<file path="config.mk">
export PLATFORM = sky130hd
export DESIGN_NAME = r_cpu_sequencer
export DESIGN_NICKNAME = d
export VERILOG_FILES = /design/src/rtl/r_cpu_sequencer.sv
export SDC_FILE = /design/constraint.sdc
export NUM_CORES = 1
export LEC_CHECK = 0
export BUFFER_PORTS_ARGS = -buffer_cell sky130_fd_sc_hd__buf_4
export CAP_MARGIN = 20
export CORE_AREA = 2 2 84 86
export CTS_CLUSTER_SIZE = 25
export DETAILED_ROUTE_END_ITERATION = 10
export DIE_AREA = 0 0 86 88
export GPL_ROUTABILITY_DRIVEN = 0
export HOLD_SLACK_MARGIN = 0.02
export PLACE_DENSITY = 0.63
export SYNTH_ARGS = -nofsm -noshare
export SYNTH_HDL_FRONTEND = slang
export SYNTH_SLANG_ARGS = --single-unit
</file>
<file path="constraint.sdc">
create_clock -name clka -period 1.3 [get_ports clka]
set_input_delay 0.26 -clock clka [delete_from_list [all_inputs] [get_ports clka]]
set_output_delay 0.26 -clock clka [all_outputs]
set_load 0.01 [all_outputs]
</file>
<file path="src/rtl/r_cpu_sequencer.sv">
// r_cpu_sequencer: multi-cycle fetch/decode/execute/writeback sequencer for an
// R-type-only core. Drives ROM, PC and register-file strobes from an 8-state
// Moore FSM. Every strobe is a flop that is loaded from the next state, so no
// input reaches an output combinationally.
// Optional feature: define SEQ_RETIRE_COUNT_EN to add the 32-bit
// retired-instruction counter output "retired".
module r_cpu_sequencer #(
    parameter logic [31:0] HALT_WORD = 32'hFFFF_FFFF,
    parameter int          ROM_LAT   = 1
) (
    input  logic        clka,
    input  logic        rsta,
    input  logic        start,
    input  logic        step_mode,
    input  logic        step,
    input  logic [31:0] instr,
    output logic        rom_en,
    output logic        pc_en,
    output logic        rf_we,
    output logic [5:0]  alu_op,
    output logic [4:0]  rs,
    output logic [4:0]  rt,
    output logic [4:0]  rd,
    output logic        busy,
    output logic        halted,
    output logic        illegal
`ifdef SEQ_RETIRE_COUNT_EN
    ,
    output logic [31:0] retired
`endif
);

    localparam logic [2:0] ST_IDLE   = 3'd0;
    localparam logic [2:0] ST_FETCH  = 3'd1;
    localparam logic [2:0] ST_WAIT   = 3'd2;
    localparam logic [2:0] ST_DECODE = 3'd3;
    localparam logic [2:0] ST_EXEC   = 3'd4;
    localparam logic [2:0] ST_WB     = 3'd5;
    localparam logic [2:0] ST_PAUSE  = 3'd6;
    localparam logic [2:0] ST_HALT   = 3'd7;

    // WAIT is entered with this count and leaves when it reaches zero,
    // giving exactly ROM_LAT cycles in WAIT.
    localparam logic [1:0] WAIT_LAST = 2'(ROM_LAT - 1);

    logic [2:0]  state_r;
    logic [2:0]  state_nxt_s;
    logic [1:0]  wait_cnt_r;
    logic [1:0]  wait_nxt_s;
    logic [31:0] ir_r;
    logic [31:0] ir_nxt_s;
    logic        illegal_set_s;

    logic        rom_en_r;
    logic        pc_en_r;
    logic        rf_we_r;
    logic        busy_r;
    logic        halted_r;
    logic        illegal_r;

    // True when the word carries an R-type (all-zero) opcode.
    function automatic logic is_rtype(input logic [31:0] word);
        return (word[31:26] == 6'd0);
    endfunction

    // True when the word should write the register file (R-type, rd not r0).
    function automatic logic writes_rf(input logic [31:0] word);
        return is_rtype(word) && (word[15:11] != 5'd0);
    endfunction

    // Next-state, wait-counter and IR-load decisions.
    always_comb begin
        state_nxt_s = state_r;
        wait_nxt_s  = wait_cnt_r;
        ir_nxt_s    = ir_r;
        case (state_r)
            ST_IDLE: begin
                if (start) begin
                    state_nxt_s = ST_FETCH;
                end else begin
                    state_nxt_s = ST_IDLE;
                end
            end
            ST_FETCH: begin
                state_nxt_s = ST_WAIT;
                wait_nxt_s  = WAIT_LAST;
            end
            ST_WAIT: begin
                if (wait_cnt_r == 2'd0) begin
                    state_nxt_s = ST_DECODE;
                end else begin
                    wait_nxt_s = wait_cnt_r - 2'd1;
                end
            end
            ST_DECODE: begin
                state_nxt_s = ST_EXEC;
                ir_nxt_s    = instr;
            end
            ST_EXEC: begin
                if (ir_r == HALT_WORD) begin
                    state_nxt_s = ST_HALT;
                end else begin
                    state_nxt_s = ST_WB;
                end
            end
            ST_WB: begin
                if (step_mode) begin
                    state_nxt_s = ST_PAUSE;
                end else begin
                    state_nxt_s = ST_FETCH;
                end
            end
            ST_PAUSE: begin
                if (step || !step_mode) begin
                    state_nxt_s = ST_FETCH;
                end else begin
                    state_nxt_s = ST_PAUSE;
                end
            end
            ST_HALT: begin
                state_nxt_s = ST_HALT;
            end
            default: begin
                state_nxt_s = ST_IDLE;
            end
        endcase
    end

    // Flags a non-R-type word that is not the halt word while it executes.
    always_comb begin
        illegal_set_s = 1'b0;
        if ((state_r == ST_EXEC) && !is_rtype(ir_r) && (ir_r != HALT_WORD)) begin
            illegal_set_s = 1'b1;
        end else begin
            illegal_set_s = 1'b0;
        end
    end

    // State, wait counter and instruction register.
    always_ff @(posedge clka or negedge rsta) begin
        if (!rsta) begin
            state_r    <= ST_IDLE;
            wait_cnt_r <= 2'd0;
            ir_r       <= 32'd0;
        end else begin
            state_r    <= state_nxt_s;
            wait_cnt_r <= wait_nxt_s;
            ir_r       <= ir_nxt_s;
        end
    end

    // Output strobes registered from the state being entered.
    always_ff @(posedge clka or negedge rsta) begin
        if (!rsta) begin
            rom_en_r  <= 1'b0;
            pc_en_r   <= 1'b0;
            rf_we_r   <= 1'b0;
            busy_r    <= 1'b0;
            halted_r  <= 1'b0;
            illegal_r <= 1'b0;
        end else begin
            rom_en_r  <= (state_nxt_s == ST_FETCH);
            pc_en_r   <= (state_nxt_s == ST_WB);
            rf_we_r   <= (state_nxt_s == ST_WB) && writes_rf(ir_nxt_s);
            busy_r    <= (state_nxt_s != ST_IDLE) && (state_nxt_s != ST_HALT);
            halted_r  <= (state_nxt_s == ST_HALT);
            illegal_r <= illegal_r | illegal_set_s;
        end
    end

    assign rom_en  = rom_en_r;
    assign pc_en   = pc_en_r;
    assign rf_we   = rf_we_r;
    assign busy    = busy_r;
    assign halted  = halted_r;
    assign illegal = illegal_r;

    // Instruction fields come straight from IR and hold until the next load.
    assign alu_op = ir_r[5:0];
    assign rs     = ir_r[25:21];
    assign rt     = ir_r[20:16];
    assign rd     = ir_r[15:11];

`ifdef SEQ_RETIRE_COUNT_EN
    logic [31:0] retired_r;

    // Counts writeback cycles; wraps naturally at 32 bits.
    always_ff @(posedge clka or negedge rsta) begin
        if (!rsta) begin
            retired_r <= 32'd0;
        end else if (state_r == ST_WB) begin
            retired_r <= retired_r + 32'd1;
        end else begin
            retired_r <= retired_r;
        end
    end

    assign retired = retired_r;
`else
`endif

endmodule

</file>
======== Word level (Yosys, flattened, before mapping) ========
Index checks and enable logic that the tools add are counted.
storage, ports and cells
  register bits ........................... 43
  input port bits ......................... 37
  output and inout bits ................... 27
  logic and storage cells ................. 52
cells by class
  $add $sub $neg .......................... 1
  eq/ne operators ......................... 14
  multiplexer cells ....................... 10
  bitwise logic cells ..................... 1
  reductions and logical operators ........ 16
operator list
  kind                    number
  $eq A32 B32 Y1 const B  1
  $mux W32                1
  $ne A32 B32 Y1 const B  1
  $pmux W3 S8             1
  $eq A3 B3 Y1 const B    6
  $logic_not A6 Y1        2
  $mux W3                 3
  $eq A3 B1 Y1 const B    2
  $eq A3 B2 Y1 const B    2
  $logic_and A1 B1 Y1     5
  $reduce_bool A5 Y1      1
  $mux W2                 2
  $pmux W2 S2             1
  $logic_not A3 Y1        1
  $ne A3 B3 Y1 const B    1
  $reduce_bool A3 Y1      1
  $logic_not A1 Y1        2
  $logic_not A2 Y1        1
  $mux W1                 2
  $ne A2 B2 Y1 const B    1
  $reduce_and A2 Y1       1
  $reduce_bool A2 Y1      1
  $sub A2 B1 Y2 const B   1
  $logic_or A1 B1 Y1      1
  $or A1 B1 Y1            1

======== Depth between registers and ports, before layout ========
Gate-level depths: netlist of run 1.
  word-level depth ........................ 6
  mapped depth ............................ 6
  depth with buffers taken out ............ 5

======== Worst setup path before layout of run 1 ========
OpenSTA, ideal clock, no wires.
  path type ............................... flip-flop to flip-flop
  from .................................... reg state_r[0]
  to ...................................... reg ir_r[0]
  setup time .............................. 125 ps
  arrival time ............................ 1206 ps
  data required time ...................... 1175 ps
  path slack .............................. -31 ps
  cell stages (with the launch flop) ...... 6
  buffers on the path ..................... 2
  clock period less this slack ............ 1331 ps
  cells stage by stage .................... dfrtp_1 -> nand2_1 -> or2_1 -> buf_6 -> buf_6 -> mux2_4
between the ends
  word-level cells in the longest chain between the ends .. 1
RTL lines
  what                    RTL line  text
  from (decl)             46        logic [2:0] state_r;
  from (signal assigned)  146       state_r <= state_nxt_s;
  $eq A3 B2 Y1            76        case (state_r)
  to (signal assigned)    148       ir_r <= ir_nxt_s;
  to (decl)               50        logic [31:0] ir_r;
Every way passes these cells.
A chain may end at the register's enable or synchronous reset.

======== Worst setup path in the final report of run 1 ========
  from .................................... reg ir_r[14]
  to ...................................... reg busy_r, in the netlist busy
between the ends
  word-level cells in the longest chain between the ends .. 5
  elaborated cells between the ends (all ways) .. 6
  classes of those cells .................. eq/ne: 2; mux: 2; reduce/logical: 2
RTL lines
  what                                                RTL line  text
  $eq A32 B32 Y1 (*)                                  100       if (ir_r == HALT_WORD) begin
  $mux W2 (*)                                         100
  $pmux W3 S8 (*)                                     76
  $ne A3 B3 Y1 or $reduce_bool A3 Y1 (tied branches)  165       busy_r <= (state_nxt_s != ST_IDLE) && (state_nxt_s != ST_HALT);
  $logic_and A1 B1 Y1 (*)                             165
  to (signal assigned)                                165
  to (decl)                                           57        logic busy_r;
Mark *: on every way between the ends. The rest lies on a longest branch, timed or not.

==> flow_metrics.tcl, run 1 <==
set metrics [dict create \
    path_cells "nand4_1 > nor4_4 > nand4_1 > and3_1" \
    layout_setup_ws_ns -0.0827 \
    grt_pass1_vias 1469 \
    area_growth_pct 41.1 \
    power_frac_clock_pct 13.6 \
    hold_violations 0 \
    use_met1_pct 17.7 \
    final_util_pct 44.9 \
    min_period_ns 1.38 \
    antenna_found_initial 0 \
    busiest_layer "met2" \
    synth-edff-count 0 \
    wire_per_inst_um 15.0 \
    criticalPathCategory "reg -> reg" \
    ys_warn_count 0 \
    synth_cells 164 \
    cp.buffers_inverters 0 \
    die_w_um 86 \
    final_cell_mix "buf_4, dfrtp_1, mux2_4" \
    via_per_inst 4.58 \
    worst_pin_slew_ns 0.543 \
    wirelength_um 4800 \
    grt_use_total_pct 12.8 \
    clock_latency_ns 0.29 \
    swShare_pct 31.1 \
    htreeDepth 2 \
    grt_remaining_overflow 0 \
    syn_nets 202 \
    n_fill_cell 612 \
    drive_gt1_share_pct 59.6 \
    start_util_pct 31.8 \
    powerDensity_nw_per_um2 2470 \
    required_ns 1.49 \
    slowest_delay_ns 0.36 \
    clockBufferDepth 2 \
    clock.fmax_ghz 0.723 \
    n_antenna_cell 0 \
    die_area_um2 7570 \
    fin_crit_sh_pct 106 \
    final-instance-count-excl-fill 320 \
    synthArstFlopShare_pct 100 \
    antenna_left 0 \
    ios 64 \
    gr-usage-met2_pct 19.9 \
    crit_family "simple AND/OR/NAND/NOR gates" \
    syn-cell-area_um2 2110 \
    whs_ns 0.163 \
    route.vias.total 1467 \
    drc_errors 0 \
    rsz0062_at_grt "true" \
    synth.distinct_cells 29 \
    cts.sinks 43 \
    use_met3_pct 3.96 \
    std_cell_rows 30 \
    maxSlewHeadroom_pct 63.8 \
    dp_hpwl_um 3270 \
    ys_seq_elements 43 \
    numCtsBuffers 5 \
    slowest_stage "dfrtp_1" \
    seqPwrFrac_pct 31.9 \
    violations "setup timing" \
    synth_ff_type "dfrtp_1" \
    portBuffers 63 \
    cp-start-kind "flip-flop" \
    fin_skew_ns 0.00808 \
    p_switching_mw 2.29 \
    coreArea_um2 6640 \
    grt_max_degree 44 \
    cts_tree "done" \
    cts_root_buf "clkbuf_8" \
    p_int_mw 5.07 \
    crit_fanout 2 \
    hp-class "in -> reg" \
    finalPower_mw 7.36 \
    place_ws_ns -0.120 \
    grt_pass1_wl_um 7400 \
    dr.pass1.iters 4 \
    final_common_cell "buf_4" \
    nets 278 \
    pwr-share-comb_pct 54.5 \
    die_height_um 88 \
    avgSynthCellArea_um2 12.9 \
    cap_violations 0 \
    placed_cells 301 \
    ys_seq_area_share_pct 50.9 \
    cellLeakagePower_nw 1.50 \
    setup_viol_count_final 34 \
    worstPathArrival_ns 1.57 \
    path_common_cell "nand4_1" \
    slew_violations 0 \
    outcome "finished, violations left" \
    ir_worst_vdd_uv 1080 \
    drtIter0Drc 58 \
    cp-end-kind "flip-flop" \
    path_clk_slew_ns 0.08 \
]
Yosys cell counts (2+ instances only):
cell	n	area (µm²)
a21oi_1	3	15.0
a22o_1	2	17.5
and2_1	2	12.5
buf_2	2	10.0
buf_4	21	158
buf_6	4	45.0
dfrtp_1	43	1080
inv_1	3	11.3
mux2_2	4	45.0
mux2_4	29	435
nand2_1	9	33.8
nand3_1	3	15.0
nand4_1	9	56.3
nor2_1	7	26.3
nor2b_1	3	18.8
nor4_1	3	18.8
o21ai_0	5	25.0
timing repair:
| item | CTS | global route |
|---|---|---|
| pin swaps | 6 | 3 |
| hold buffers | 1 | 0 |
| buffers inserted | 5 | 2 |
| gates resized for setup | 8 | 10 |
| endpoints found under the hold margin | 43 | 0 |
| setup endpoints to repair | 35 | 40 |
| cloned | 1 | 3 |
power by group through the flow:
stage	clock network, mW	registers (mW)	logic (mW)
after detailed placement	0	2.37	3.41
final	0.998	2.35	4.01
after global routing	1.09	2.44	4.32
after CTS	1.02	2.34	3.70
after floorplan	0	2.35	2.45
after global placement	0	2.36	3.34
worst paths after layout:
path | startpoint | endpoint | slack, ns | cells past startpoint
setup / recovery | ir_r[14] | busy | -0.08 | 4
hold / removal | step_mode | state_r[0] | 0.16 | 2
setup reg to reg | ir_r[14] | busy | -0.08 | 4
hold reg to reg | illegal | illegal | 0.49 | 1
max in group asynchronous | rsta | wait_cnt_r[0] | 0.44 | 2
min in group asynchronous | rsta | halted | 0.48 | 2
kinds of logic (layout without fill, tap and decap cells):
kind of cell / after synthesis / in the layout / synth area share [%]
buffers and inverters: 31 / 107 / 10.8
muxes: 33 / 33 / 22.7
DFF: 43 / 43 / 50.9
AOI/OAI and AO/OA: 16 / 16 / 5.03
and+or+nand+nor: 39 / 39 / 9.53
adders and majority gates: 1 / 1 / 0.592
xor gates and xnor gates: 1 / 1 / 0.415
metal layers:
layer	wire, µm	vias up	part of all wire, %
met3	259	3	5.4
met2	2180	47	45
li1	-	710	-
met4	29	0	0.60
met1	2340	707	49
met5	0	-	0
registers in the layout, indices dropped and copies added (netlist names):
name,flops
ir_r,32
illegal,1
wait_cnt_r,2
busy,1
halted,1
rom_en,1
state_r,3
rf_we,1
pc_en,1
through the flow:
step | area, µm² | TNS (ns)
6_report | 2980 | -1.05
3_5_place_dp | 2650 | -1.16
5_1_grt | 2980 | -2.89
4_1_cts | 2850 | -0.417
3_3_place_gp | 2650 | -0.662
2_1_floorplan | 2110 | -0.865
final cells by class:
| cell class | instances | area [µm²] | share of cell area (%) |
|---|---|---|---|
| Sequential cell | 43 | 1080 | 36.1 |
| Multi-Input combinational cell | 90 | 856 | 28.7 |
| Tap cell | 80 | 100 | 3.36 |
| Clock buffer | 6 | 72.6 | 2.43 |
| Inverter | 3 | 11.3 | 0.378 |
| Timing Repair Buffer | 97 | 836 | 28.0 |
| Clock inverter | 1 | 30.0 | 1.01 |
No activity file was read; power rests on OpenSTA's default activity.
==> inputs of run 2 (changes only) <==
CORE_AREA = 2 2 64 111   (was 2 2 84 86)
DIE_AREA = 0 0 66 113   (was 0 0 86 88)
==> run 2 against run 1 <==
Against the previous run: the run still ends with setup timing left; critical path depth up 1; cell area down 2.0%; cell count up 0.31%; combinational power down 11%; clock power up 31%; sequential power about the same; sequential share of layout area up 0.73 points; wire length down 6.7%; clock skew down 0.0041 ns; fmax up 3.3%; utilization down 0.18 points; largest power group unchanged; highest routed layer unchanged.
==> flow_metrics.tcl, run 2 (synthesis gave the netlist of run 1 again) <==
set metrics [dict create \
    outcome "finished, violations left" \
    violations "setup timing" \
    cp-start-kind "flip-flop" \
    place_area_um2 2690 \
    setup_viol_count_final 4 \
    maxSlewHeadroom_pct 62.8 \
    n_fill_cell 620 \
    clock_latency_ns 0.28 \
    power_frac_clock_pct 18.1 \
    swShare_pct 30.4 \
    wire_per_inst_um 14.0 \
    clock.fmax_ghz 0.747 \
    drc_errors 0 \
    hp-class "in -> reg" \
    std_cell_rows 39 \
    path_common_cell "nand4_1" \
    fin_skew_ns 0.00401 \
    worst_pin_slew_ns 0.559 \
    clockBufferDepth 2 \
    route.vias.total 1472 \
    final_cell_mix "buf_4, dfrtp_1, mux2_4" \
    wirelength_um 4480 \
    cts.sinks 43 \
    via_per_inst 4.59 \
    grt_pass1_wl_um 7390 \
    reg.largest.list "ir_r: 32 flops, state_r: 3 flops, wait_cnt_r: 2 flops" \
    cts_root_buf "clkbuf_16" \
    p_switching_mw 2.20 \
    grt_use_total_pct 12.8 \
    required_ns 1.47 \
    portBuffers 63 \
    ios 64 \
    fin_crit_sh_pct 103 \
    drive_gt1_share_pct 57.7 \
    die_w_um 66 \
    die_height_um 113 \
    antenna_found_initial 0 \
    grt_remaining_overflow 0 \
    n_antenna_cell 0 \
    antenna_left 0 \
    min_period_ns 1.34 \
    slowest_delay_ns 0.36 \
    criticalPathCategory "reg -> reg" \
    grt_max_degree 44 \
    powerDensity_nw_per_um2 2480 \
    pwr-share-comb_pct 49.3 \
    grt_pass1_vias 1533 \
    nets 276 \
    hold_violations 0 \
    crit_fanout 2 \
    dr.pass1.iters 4 \
    layout_setup_ws_ns -0.0384 \
    htreeDepth 2 \
    seqPwrFrac_pct 32.6 \
    finish.instance_area_um2 2920 \
    coreArea_um2 6540 \
    path_cells "nand4_1 > nor4_1 > buf_4 > nand4_1 > and3_1" \
    ir_worst_vdd_uv 785 \
    crit_family "simple AND/OR/NAND/NOR gates" \
    cp.buffers_inverters 1 \
    dp_hpwl_um 3260 \
    cp-end-kind "flip-flop" \
    worstPathArrival_ns 1.51 \
    whs_ns 0.175 \
    cts_tree "done" \
    area_growth_pct 38.3 \
    start_util_pct 32.3 \
    slowest_stage "dfrtp_1" \
    regMostFlops "ir_r" \
    rsz0062_at_grt "true" \
    path_clk_slew_ns 0.06 \
    slew_violations 0 \
    largest_register_ffs 32 \
    p_int_mw 5.04 \
    numCtsBuffers 5 \
    cap_violations 0 \
    die_area_um2 7460 \
    final_common_cell "buf_4" \
    drtIter0Drc 74 \
    cellLeakagePower_nw 1.46 \
]
run 2: changes by cell type in the layout (fill, tap and decap cells not counted), moves of 2 or more:
cell,previous run,this run
buf_6,2,0
nand2_2,2,0
nand2_1,7,9
mux2_4,32,29
mux2_2,1,4
buf_4,88,91
clkbuf_16,3,6
clkbuf_8,5,2
run 2: path summary, 6_finish.rpt:
check / slack (ns) / from / to / cells past startpoint
min in group asynchronous: 0.51 / rsta / ir_r[2] / 2
hold / removal: 0.18 / step_mode / state_r[0] / 2
setup / recovery: -0.04 / ir_r[2] / busy / 5
hold reg to reg: 0.48 / illegal / illegal / 1
max in group asynchronous: 0.40 / rsta / ir_r[24] / 2
setup reg to reg: -0.04 / ir_r[2] / busy / 5
run 2: metrics by stage:
stage,total power [mW],std cells,setup slack [ns],setup TNS [ns],utilization (%)
5_1_grt,7.69,321,-0.113,-1.12,44.7
6_report,7.24,321,-0.0384,-0.138,44.7
4_1_cts,7.26,317,-0.0512,-0.168,43.9
3_5_place_dp,5.85,306,-0.0603,-1.39,41.1
3_3_place_gp,5.79,306,-0.0332,-0.796,41.1
2_1_floorplan,4.80,164,-0.0307,-0.865,-
run 2: worst reg2reg max path: stages, from the launching register on:
cell and delay [ns]:
dfrtp_1 0.36, nand4_1 0.10, nor4_1 0.30, buf_4 0.17, nand4_1 0.13, and3_1 0.17
run 2: what timing repair did:
action                                  4_1_cts  5_1_grt
resized for setup                             1        1
endpoints found under the hold margin        43        0
pin swaps                                     4        0
endpoints found under the setup margin       37       31
hold buffers                                  1        0
gates cloned                                  0        1
setup buffers                                 2        3
run 2: layout make-up:
| cell class | instances | area, µm² | share of cell area (%) |
|---|---|---|---|
| clock buffers | 7 | 153 | 5.22 |
| clock inverters | 1 | 7.51 | 0.257 |
| inverters | 3 | 11.3 | 0.385 |
| multi-input cells | 90 | 815 | 27.9 |
| flip-flops and latches | 43 | 1080 | 36.8 |
| well taps | 82 | 103 | 3.51 |
| repair buffers | 95 | 758 | 25.9 |
run 2: per-layer routing:
metal / vias up / global-route usage [%] / routed length (µm)
met5: - / 0 / 0
met4: 0 / 5.71 / 82
met3: 5 / 2.49 / 223
met2: 45 / 21.4 / 2390
met1: 719 / 15.8 / 1790
li1: 703 / - / -
run 2: power groups by stage:
stage	clock network [mW]	registers [mW]	logic [mW]
2_1_floorplan	0	2.35	2.45
6_report	1.31	2.36	3.57
3_3_place_gp	0	2.38	3.41
3_5_place_dp	0	2.39	3.46
4_1_cts	1.35	2.37	3.54
5_1_grt	1.40	2.44	3.86
